$ cat config.mk
export PLATFORM = sky130hd
export DESIGN_NAME = instr_packer
export DESIGN_NICKNAME = d
export VERILOG_FILES = /design/src/rtl/instr_packer_pkg.sv /design/src/rtl/instr_packer_fifo.sv /design/src/rtl/instr_packer.sv
export SDC_FILE = /design/constraint.sdc
export NUM_CORES = 1
export LEC_CHECK = 0
export CAP_MARGIN = 30
export CELL_PAD_IN_SITES_DETAIL_PLACEMENT = 1
export CELL_PAD_IN_SITES_GLOBAL_PLACEMENT = 2
export CORE_ASPECT_RATIO = 1.25
export CORE_UTILIZATION = 41
export CTS_CLUSTER_DIAMETER = 120
export DETAILED_ROUTE_END_ITERATION = 7
export PLACE_DENSITY_LB_ADDON = 0.3
export SYNTH_ARGS = -nofsm -noshare
export SYNTH_HDL_FRONTEND = slang
export SYNTH_SLANG_ARGS = --single-unit
$ cat constraint.sdc
create_clock -name clk -period 5.4 [get_ports clk]
set_input_delay 0.54 -clock clk [delete_from_list [all_inputs] [get_ports clk]]
set_output_delay 0.54 -clock clk [all_outputs]
set_load 0.01 [all_outputs]
$ cat src/rtl/instr_packer_pkg.sv
// Shared widths and field layout of the 105-bit accelerator instruction, plus the word-to-instruction packing helper.
// Used by the packer on the host side and by anything decoding the instruction downstream.
package instr_packer_pkg;

   localparam int INSTR_BITS      = 105;
   localparam int HOST_WORD_BITS  = 32;
   localparam int WORD_ADDR_BITS  = 10;
   localparam int DATA_MAX_BITS   = 8;
   localparam int LAST_WORD_BITS  = INSTR_BITS - 3 * HOST_WORD_BITS;

   // MSB-first: op occupies [104:102], B_col occupies [7:0]
   typedef struct packed {
      logic [2:0]                op;
      logic [WORD_ADDR_BITS-1:0] wb_addr;
      logic [DATA_MAX_BITS-1:0]  wb_ch;
      logic [DATA_MAX_BITS-1:0]  wb_row;
      logic [DATA_MAX_BITS-1:0]  wb_col;
      logic [WORD_ADDR_BITS-1:0] a_addr;
      logic [DATA_MAX_BITS-1:0]  a_ch;
      logic [DATA_MAX_BITS-1:0]  a_row;
      logic [DATA_MAX_BITS-1:0]  a_col;
      logic [WORD_ADDR_BITS-1:0] b_addr;
      logic [DATA_MAX_BITS-1:0]  b_ch;
      logic [DATA_MAX_BITS-1:0]  b_row;
      logic [DATA_MAX_BITS-1:0]  b_col;
   } instr_t;

   function automatic instr_t pack_words(input logic [LAST_WORD_BITS-1:0] w3,
                                         input logic [HOST_WORD_BITS-1:0] w2,
                                         input logic [HOST_WORD_BITS-1:0] w1,
                                         input logic [HOST_WORD_BITS-1:0] w0);
      return instr_t'({w3, w2, w1, w0});
   endfunction

endpackage

$ cat src/rtl/instr_packer_fifo.sv
// Synchronous FIFO with clear; push is ignored when full, pop ignored when empty, clear overrides both.
// Head visible one cycle after push (no bypass); head reads zero when empty.
module instr_fifo #(
   parameter int WIDTH = 105,
   parameter int DEPTH = 4
) (
   input  logic                     clk,
   input  logic                     rst_n,
   input  logic                     i_clr,
   input  logic                     i_push,
   input  logic [WIDTH-1:0]         i_push_dat,
   input  logic                     i_pop,
   output logic [WIDTH-1:0]         o_head_dat,
   output logic                     o_full,
   output logic                     o_empty,
   output logic [$clog2(DEPTH):0]   o_count
);

   localparam int AW = $clog2(DEPTH);

   logic [WIDTH-1:0] r_mem [DEPTH];
   logic [AW-1:0]    r_wr_ptr;
   logic [AW-1:0]    r_rd_ptr;
   logic [AW:0]      r_count;
   logic             w_push;
   logic             w_pop;

   assign o_full  = (r_count == (AW+1)'(DEPTH));
   assign o_empty = (r_count == '0);
   assign w_push  = i_push && !o_full && !i_clr;
   assign w_pop   = i_pop && !o_empty && !i_clr;

   always_ff @(posedge clk) begin
      if (w_push) r_mem[r_wr_ptr] <= i_push_dat;
   end

   // DEPTH is a power of two, so pointer overflow is the modulo wrap
   always_ff @(posedge clk or negedge rst_n) begin
      if (!rst_n) begin
         r_wr_ptr <= '0;
         r_rd_ptr <= '0;
         r_count  <= '0;
      end else if (i_clr) begin
         r_wr_ptr <= '0;
         r_rd_ptr <= '0;
         r_count  <= '0;
      end else begin
         if (w_push) r_wr_ptr <= r_wr_ptr + 1'b1;
         if (w_pop)  r_rd_ptr <= r_rd_ptr + 1'b1;
         case ({w_push, w_pop})
            2'b10:   r_count <= r_count + 1'b1;
            2'b01:   r_count <= r_count - 1'b1;
            default: r_count <= r_count;
         endcase
      end
   end

   assign o_head_dat = o_empty ? '0 : r_mem[r_rd_ptr];
   assign o_count    = r_count;

endmodule

$ cat src/rtl/instr_packer.sv
// Assembles four 32-bit host words into one instruction and queues it for the decoder; push on word3, valid 1 cycle later.
// Host stalls only on word3 while the queue is full; wr_ready is purely registered state.
module instr_packer
   import instr_packer_pkg::*;
#(
   parameter int DEPTH = 4
) (
   input  logic                      clk,
   input  logic                      rst_n,
   input  logic                      wr_en,
   input  logic [HOST_WORD_BITS-1:0] wr_data,
   output logic                      wr_ready,
   input  logic                      flush,
   output logic                      instr_valid,
   output logic [INSTR_BITS-1:0]     instr,
   input  logic                      instr_ready,
   output logic [$clog2(DEPTH):0]    fifo_count,
   output logic                      busy
);

   logic [1:0]                r_word_cnt;
   logic [HOST_WORD_BITS-1:0] r_w0;
   logic [HOST_WORD_BITS-1:0] r_w1;
   logic [HOST_WORD_BITS-1:0] r_w2;
   logic                      w_full;
   logic                      w_empty;
   logic                      w_accept;
   logic                      w_push;
   logic                      w_pop;
   instr_t                    w_push_instr;

   assign wr_ready     = !((r_word_cnt == 2'd3) && w_full);
   assign w_accept     = wr_en && wr_ready && !flush;
   assign w_push       = w_accept && (r_word_cnt == 2'd3);
   assign w_pop        = instr_valid && instr_ready;
   assign w_push_instr = pack_words(wr_data[LAST_WORD_BITS-1:0], r_w2, r_w1, r_w0);

   always_ff @(posedge clk or negedge rst_n) begin
      if (!rst_n) begin
         r_word_cnt <= 2'd0;
         r_w0       <= '0;
         r_w1       <= '0;
         r_w2       <= '0;
      end else if (flush) begin
         r_word_cnt <= 2'd0;
      end else if (w_accept) begin
         r_word_cnt <= r_word_cnt + 2'd1;
         case (r_word_cnt)
            2'd0:    r_w0 <= wr_data;
            2'd1:    r_w1 <= wr_data;
            2'd2:    r_w2 <= wr_data;
            default: ;
         endcase
      end
   end

   instr_fifo #(
      .WIDTH (INSTR_BITS),
      .DEPTH (DEPTH)
   ) u_fifo (
      .clk        (clk),
      .rst_n      (rst_n),
      .i_clr      (flush),
      .i_push     (w_push),
      .i_push_dat (w_push_instr),
      .i_pop      (w_pop),
      .o_head_dat (instr),
      .o_full     (w_full),
      .o_empty    (w_empty),
      .o_count    (fifo_count)
   );

   assign instr_valid = !w_empty;
   assign busy        = (r_word_cnt != 2'd0) || !w_empty;

endmodule

==> Word-level counts from Yosys, hierarchy flattened <==
Memory sizes are Yosys's and may differ from the RTL's.
Cells that the tools add are included.
{ "word_totals": {"latchBits": 0, "out_inout_bits": 111, "ram_bits": 420, "mem_bits_ro": 0, "mem_count": 1, "reg_bits": 105} }
{ "memory_table": {"columns": ["memory", "depth", "word_bits", "rd", "rd_clocked_by_memory_dff", "wr", "line", "rtl"], "rows": [
  ["u_fifo.r_mem", 4, 105, 1, 0, 1, "instr_packer_fifo.sv:21", "logic [WIDTH-1:0] r_mem [DEPTH];"]
]} }
{ "op_classes": {"n_reduce_logical": 24, "n_mux": 11, "n_shift": 0, "n_div": 0, "n_lt_le_gt_ge": 0, "multipliers": 0, "n_eq_ne": 6, "addsub": 5, "n_bitwise": 1} }
{ "ops": {"columns": ["op", "count"], "rows": [
  ["$mux 105", 1],
  ["$mux 2", 6],
  ["$logic_and 1x1->1", 9],
  ["$reduce_and 3->1", 3],
  ["$reduce_bool 2->1", 4],
  ["$add 2x1->2 const B", 3],
  ["$eq 2x2->1 const B", 3],
  ["$pmux 3 s2", 1],
  ["$eq 2x1->1 const B", 2],
  ["$logic_not 1->1", 4],
  ["$add 3x1->3 const B", 1],
  ["$eq 3x3->1 const B", 1],
  ["$logic_not 3->1", 1],
  ["$mux 3", 1],
  ["$reduce_bool 3->1", 1],
  ["$sub 3x1->3 const B", 1],
  ["$logic_not 2->1", 1],
  ["$mux 1", 2],
  ["$logic_or 1x1->1", 1],
  ["$not 1->1", 1]
]} }

==> Depth between registers and ports, before layout <==
{ "logic_depth": {"ltp_word": 11, "mapped_depth": 9, "mapped_depth_nobuf": 8} }

==> By module <==
A second synthesis with hierarchy kept.
{ "unflattened": {"hier_cells": 952, "area_unflattened_um2": 20323.2} }
{ "modules_own_cells": {"columns": ["mod", "n_inst", "cells_per_inst", "area_each_um2", "seq_area_each_um2"], "rows": [
  ["instr_fifo", 1, 729, 16369.4, 12787.3],
  ["instr_packer", 1, 223, 3953.8, 2452.4]
]} }

==> Worst setup path before layout <==
Ideal clock, no wire load.
{ "synth_timing": {"kind": "reg-to-reg", "startpoint": "register u_fifo.r_count[2] (netlist: u_fifo.o_count[2])", "endpoint": "memory u_fifo.r_mem[0][0] (enable)", "setup_ns": 0.476, "slack_ns": 1.419, "arrival_ns": 3.504, "synth_period_minus_slack_ns": 3.981, "stages_incl_launch_ff": 5, "t_required_ns": 4.924, "path_cell_list": "dfrtp_1 nor3b_2 nor3_2 buf_2 and2_1"} }
{ "synth_between": {"elab_chain_cells": 10, "word_cells_on_any_way": 11, "classes_between": "eq/ne (1); mux (2); reduce/logical (8)"} }
{ "synth_rtl": {"columns": ["item", "line", "rtl"], "rows": [
  ["start: declaration", "instr_packer_fifo.sv:24", "logic [AW:0] r_count;"],
  ["start signal: assignment", "instr_packer_fifo.sv:51", "2'b10: r_count <= r_count + 1'b1;"],
  ["start signal: assignment", "instr_packer_fifo.sv:52", "2'b01: r_count <= r_count - 1'b1;"],
  ["start signal: assignment", "instr_packer_fifo.sv:53", "default: r_count <= r_count;"],
  ["$eq 3x3->1 (*)", "instr_packer_fifo.sv:28", "assign o_full = (r_count == (AW+1)'(DEPTH));"],
  ["$logic_and 1x1->1", "instr_packer.sv:32", "assign wr_ready = !((r_word_cnt == 2'd3) && w_full);"],
  ["$logic_not 1->1", "instr_packer.sv:32", null],
  ["$logic_and 1x1->1 (2 in a row)", "instr_packer.sv:33", "assign w_accept = wr_en && wr_ready && !flush;"],
  ["$logic_and 1x1->1", "instr_packer.sv:34", "assign w_push = w_accept && (r_word_cnt == 2'd3);"],
  ["$logic_and 1x1->1 (*) (2 in a row)", "instr_packer_fifo.sv:30", "assign w_push = i_push && !o_full && !i_clr;"],
  ["$mux 1 (*)", "instr_packer_fifo.sv:34", "if (w_push) r_mem[r_wr_ptr] <= i_push_dat;"],
  ["$mux 1 (not written as such) (*)", "instr_packer_fifo.sv:34", null],
  ["end: declaration", "instr_packer_fifo.sv:21", null]
]} }
Mark *: on every way between the ends. The rest lies on a longest branch, timed or not.

==> Final worst setup path <==
{ "layout_timing": {"startpoint": "register u_fifo.r_count[0] (netlist: u_fifo.o_count[0])", "endpoint": "output port instr[87]"} }
{ "layout_between": {"elab_chain_cells": 2} }
{ "layout_rtl": {"columns": ["item", "line", "rtl"], "rows": [
  ["$logic_not 3->1", "instr_packer_fifo.sv:29", "assign o_empty = (r_count == '0);"],
  ["$mux 105", "instr_packer_fifo.sv:58", "assign o_head_dat = o_empty ? '0 : r_mem[r_rd_ptr];"],
  ["end: declaration", "instr_packer.sv:15", "output logic [INSTR_BITS-1:0] instr,"]
]} }
Every way passes these cells.

==> flow_summary_export.csv <==
group,metric,value,unit
sta,slew_headroom,36.6,%
yosys,synth_enable_flop_cells,420,
yosys,yosys_warnings,0,
route,ant_nets,0,
sta,setup_ws,1.58,ns
worst_setup_path,path_delay_family,"buffers and inverters",
sta,fin_skew,0.0155,ns
sta,hold_violations,0,
sta,setup_viol,0,
placement,dp_hpwl,24.2,mm
placement,dp.cells,1698,
clock_network,cts_root_buffer,"clkbuf_16",
route,drt_iter0_drc,449,
worst_setup_path,cp_slowest_stage_delay,0.64,ns
layout,nFillCells,4322,
sta,rsz0062_at_grt,"false",
yosys,ys_async_sr_fraction,20.0,%
yosys,yosysSeqAreaShare,76.0,%
grt,track_usage,17.4,%
route,vias_per_cell,5.13,
die,initial_utilization,41.5,%
clock_network,cts_tree,"done",
worst_setup_path,end_kind,"output pin",
clock_network,clock_sinks,525,
yosys,avgSynthCellArea,21.4,um2
die,die_w,200,um
worst_setup_path,startpoint_type,"register",
layout,multi_input_area,0.00456,mm2
layout,num_antenna_cells,0,
grt,overflow,0,
worst_setup_path,crit_path_cell_trace,"nor3_2, clkinv_2, buf_4, and2_1, clkdlybuf4s50_1",
layout,final_cells,1791,
placement,gp_congestion,0.678,
yosys,yosys_most_used_dff,"edfxtp_1",
route,drc,0,
placement,io_buffer_count,147,
worst_setup_path,path_max_fanout,66,
yosys,synth_fp_nets,982,
sta,tightestPinTransition,0.951,ns
clock_network,postCtsResizedCells,0,
die,die_area,0.0498,mm2
min_path,hold_class,"in -> async",
clock_network,clock_path_buffers,3,
worst_setup_path,path_class,"reg -> out",
clock_network,clkLatencyLatePin,0.56,ns
clock_network,cts.reportedPaths.clkPinSlew,0.06,ns
grt,grt_pass1_vias,9911,
route,wl_per_cell,23.4,um
layout,syn2layout_area_growth,20.0,%
sta,clock.fmax,262,MHz
sta,fin_crit_sh,70.7,%
layout,stdcell_area,0.0241,mm2
power_and_ir_drop,power.density,429,mW/mm2
grt,grt_pass1_wl,63.3,mm
yosys,synth_cell_types,34,
layout,seqCellArea,0.0152,mm2
sta,timing.hold.ws,0.0269,ns
power_and_ir_drop,vdd_drop_max,0.393,mV
layout,final_layout_size_suffix_gt1_share,19.4,%
sta,slew_viol_final,0,
clock_network,cts-hold-fix-buffers,0,
yosys,synth-seq-cells,525,
die,io_pins,148,
clock_network,cts_made_buffers,50,
layout,final_common_cell,"edfxtp_1",
die,dieHeight,249,um
power_and_ir_drop,p_leak,0.00809,uW
status,status,"completed",
sta,fin_tns_setup,0,ns
yosys,netlist_area,0.0201,mm2
placement,place_area,0.0223,mm2
layout,nets,1152,
clock_network,postCtsSetupRepairBufs,0,
layout,most-common-layout-cells,"edfxtp_1 (420), clkdlybuf4s50_1 (146), mux4_2 (105), and2_1 (105), dfrtp_1 (103)",
placement,dp_worst_setup_slack,1.75,ns
grt,grt_max_degree,106,
die,rows,90,
worst_setup_path,cp_slowest_cell,"clkinv_2",
die,core_area,0.0483,mm2
grt,antenna_found_initial,0,
worst_setup_path,cp.buffers_inverters,3,
yosys,synthesis.instances,936,
job,maxCapViolations,0,
route,vias,9188,
route,drt_wl_total,41.8,mm
route,drt_first_pass_iters,4,
sta,period_minus_slack,3.82,ns
clock_network,ctsHtreeMaxLevel,2,
worst_setup_path,arrival,3.28,ns
worst_setup_path,crit_required,4.86,ns
-- power by group --
part           switching [uW]  internal [uW]  total, uW  leakage [uW]
Clock                    1440           2190       3630      0.000869
Sequential                304           4870       5170       0.00508
Combinational             682            835       1520       0.00214
-- metal layers --
layer  vias to the layer above  GRT usage [%]  part of all wire [%]
met5                         -              0                     0
li1                       4029              -                     -
met1                      4939           23.0                    42
met3                        49           2.18                   2.9
met4                         0           4.32                   1.9
met2                       171           30.3                    53
-- cell usage after synthesis (2+ instances only) --
library cell  count  area share, %
and2_1          109            3.4
buf_2            14           0.35
buf_4            13           0.49
clkbuf_1         19           0.36
dfrtp_1         105             13
edfxtp_1        420             63
ha_1              8           0.50
inv_1             4          0.075
mux2_1           97            5.4
mux4_2          105             12
nand2_1           6           0.11
nand2_2           3          0.094
nand2b_1          2          0.062
nand3_1           2          0.050
nor2_1            6           0.11
nor2b_1           2          0.062
nor3_2            2           0.10
xor2_1            3           0.13
-- path summary, 6_finish.rpt --
kind                                               startpoint                              to  slack (ns)  depth (start not counted)
worst min register to register            r_w2[6]$_DFFE_PN0P_   u_fifo.r_mem[0][70]$_DFFE_PP_        0.51                          0
worst max-delay path            u_fifo.o_count[0]$_DFFE_PN0P_                       instr[87]        1.58                          5
worst max register to register  u_fifo.o_count[0]$_DFFE_PN0P_   u_fifo.o_count[2]$_DFFE_PN0P_        2.34                          8
max in group asynchronous                               rst_n  u_fifo.r_rd_ptr[0]$_DFFE_PN0P_        4.32                          2
worst min-delay path                                    rst_n             r_w0[6]$_DFFE_PN0P_        0.03                          1
min in group clk                          r_w2[6]$_DFFE_PN0P_   u_fifo.r_mem[0][70]$_DFFE_PP_        0.51                          0
-- cell families (layout without fill, tap and decap cells) --
logic type                 count (synthesis)  count (layout)  share of synthesized area [%]
DFF                                      525             525                           76.0
muxes                                    205             205                           17.4
and+or+nand+nor                          137             137                           4.24
buffers and inverters                     52             263                           1.34
adders and majority gates                  9               9                          0.599
AOI/OAI and AO/OA                          4               4                          0.243
xor gates and xnor gates                   4               4                          0.175
-- registers in the layout, summed over array words and instances (netlist names) --
signal           flops
u_fifo.r_wr_ptr      2
r_w1                32
r_word_cnt           2
u_fifo.r_mem       420
r_w0                32
r_w2                32
u_fifo.o_count       3
u_fifo.r_rd_ptr      2
-- area by class of cell --
cell class | count | area share (%)
Clock buffer | 71 | 6.13
Clock inverter | 22 | 1.12
Inverter | 5 | 0.0832
Multi-Input combinational cell | 359 | 18.9
Sequential cell | 525 | 63.4
Tap cell | 644 | 3.35
Timing Repair Buffer | 165 | 7.01
-- stage by stage --
| step | utilization [%] | total power (uW) |
|---|---|---|
| finish | 49.8 | 10300 |
| global route | 49.8 | 10700 |
| global placement | 46.1 | 6740 |
| CTS | 49.8 | 10500 |
| floorplan | - | 6010 |
| detailed placement | 46.2 | 6820 |
-- worst reg2reg max path, stage by stage (launching register included) --
cell	delay (ns)
dfrtp_1	0.48
nor3_2	0.25
clkinv_2	0.64
nand2_1	0.42
nor3_1	0.10
fa_1	0.42
nand3b_1	0.17
a2bb2oi_1	0.18
mux2_4	0.31
Power figures use the tool's default switching activity.
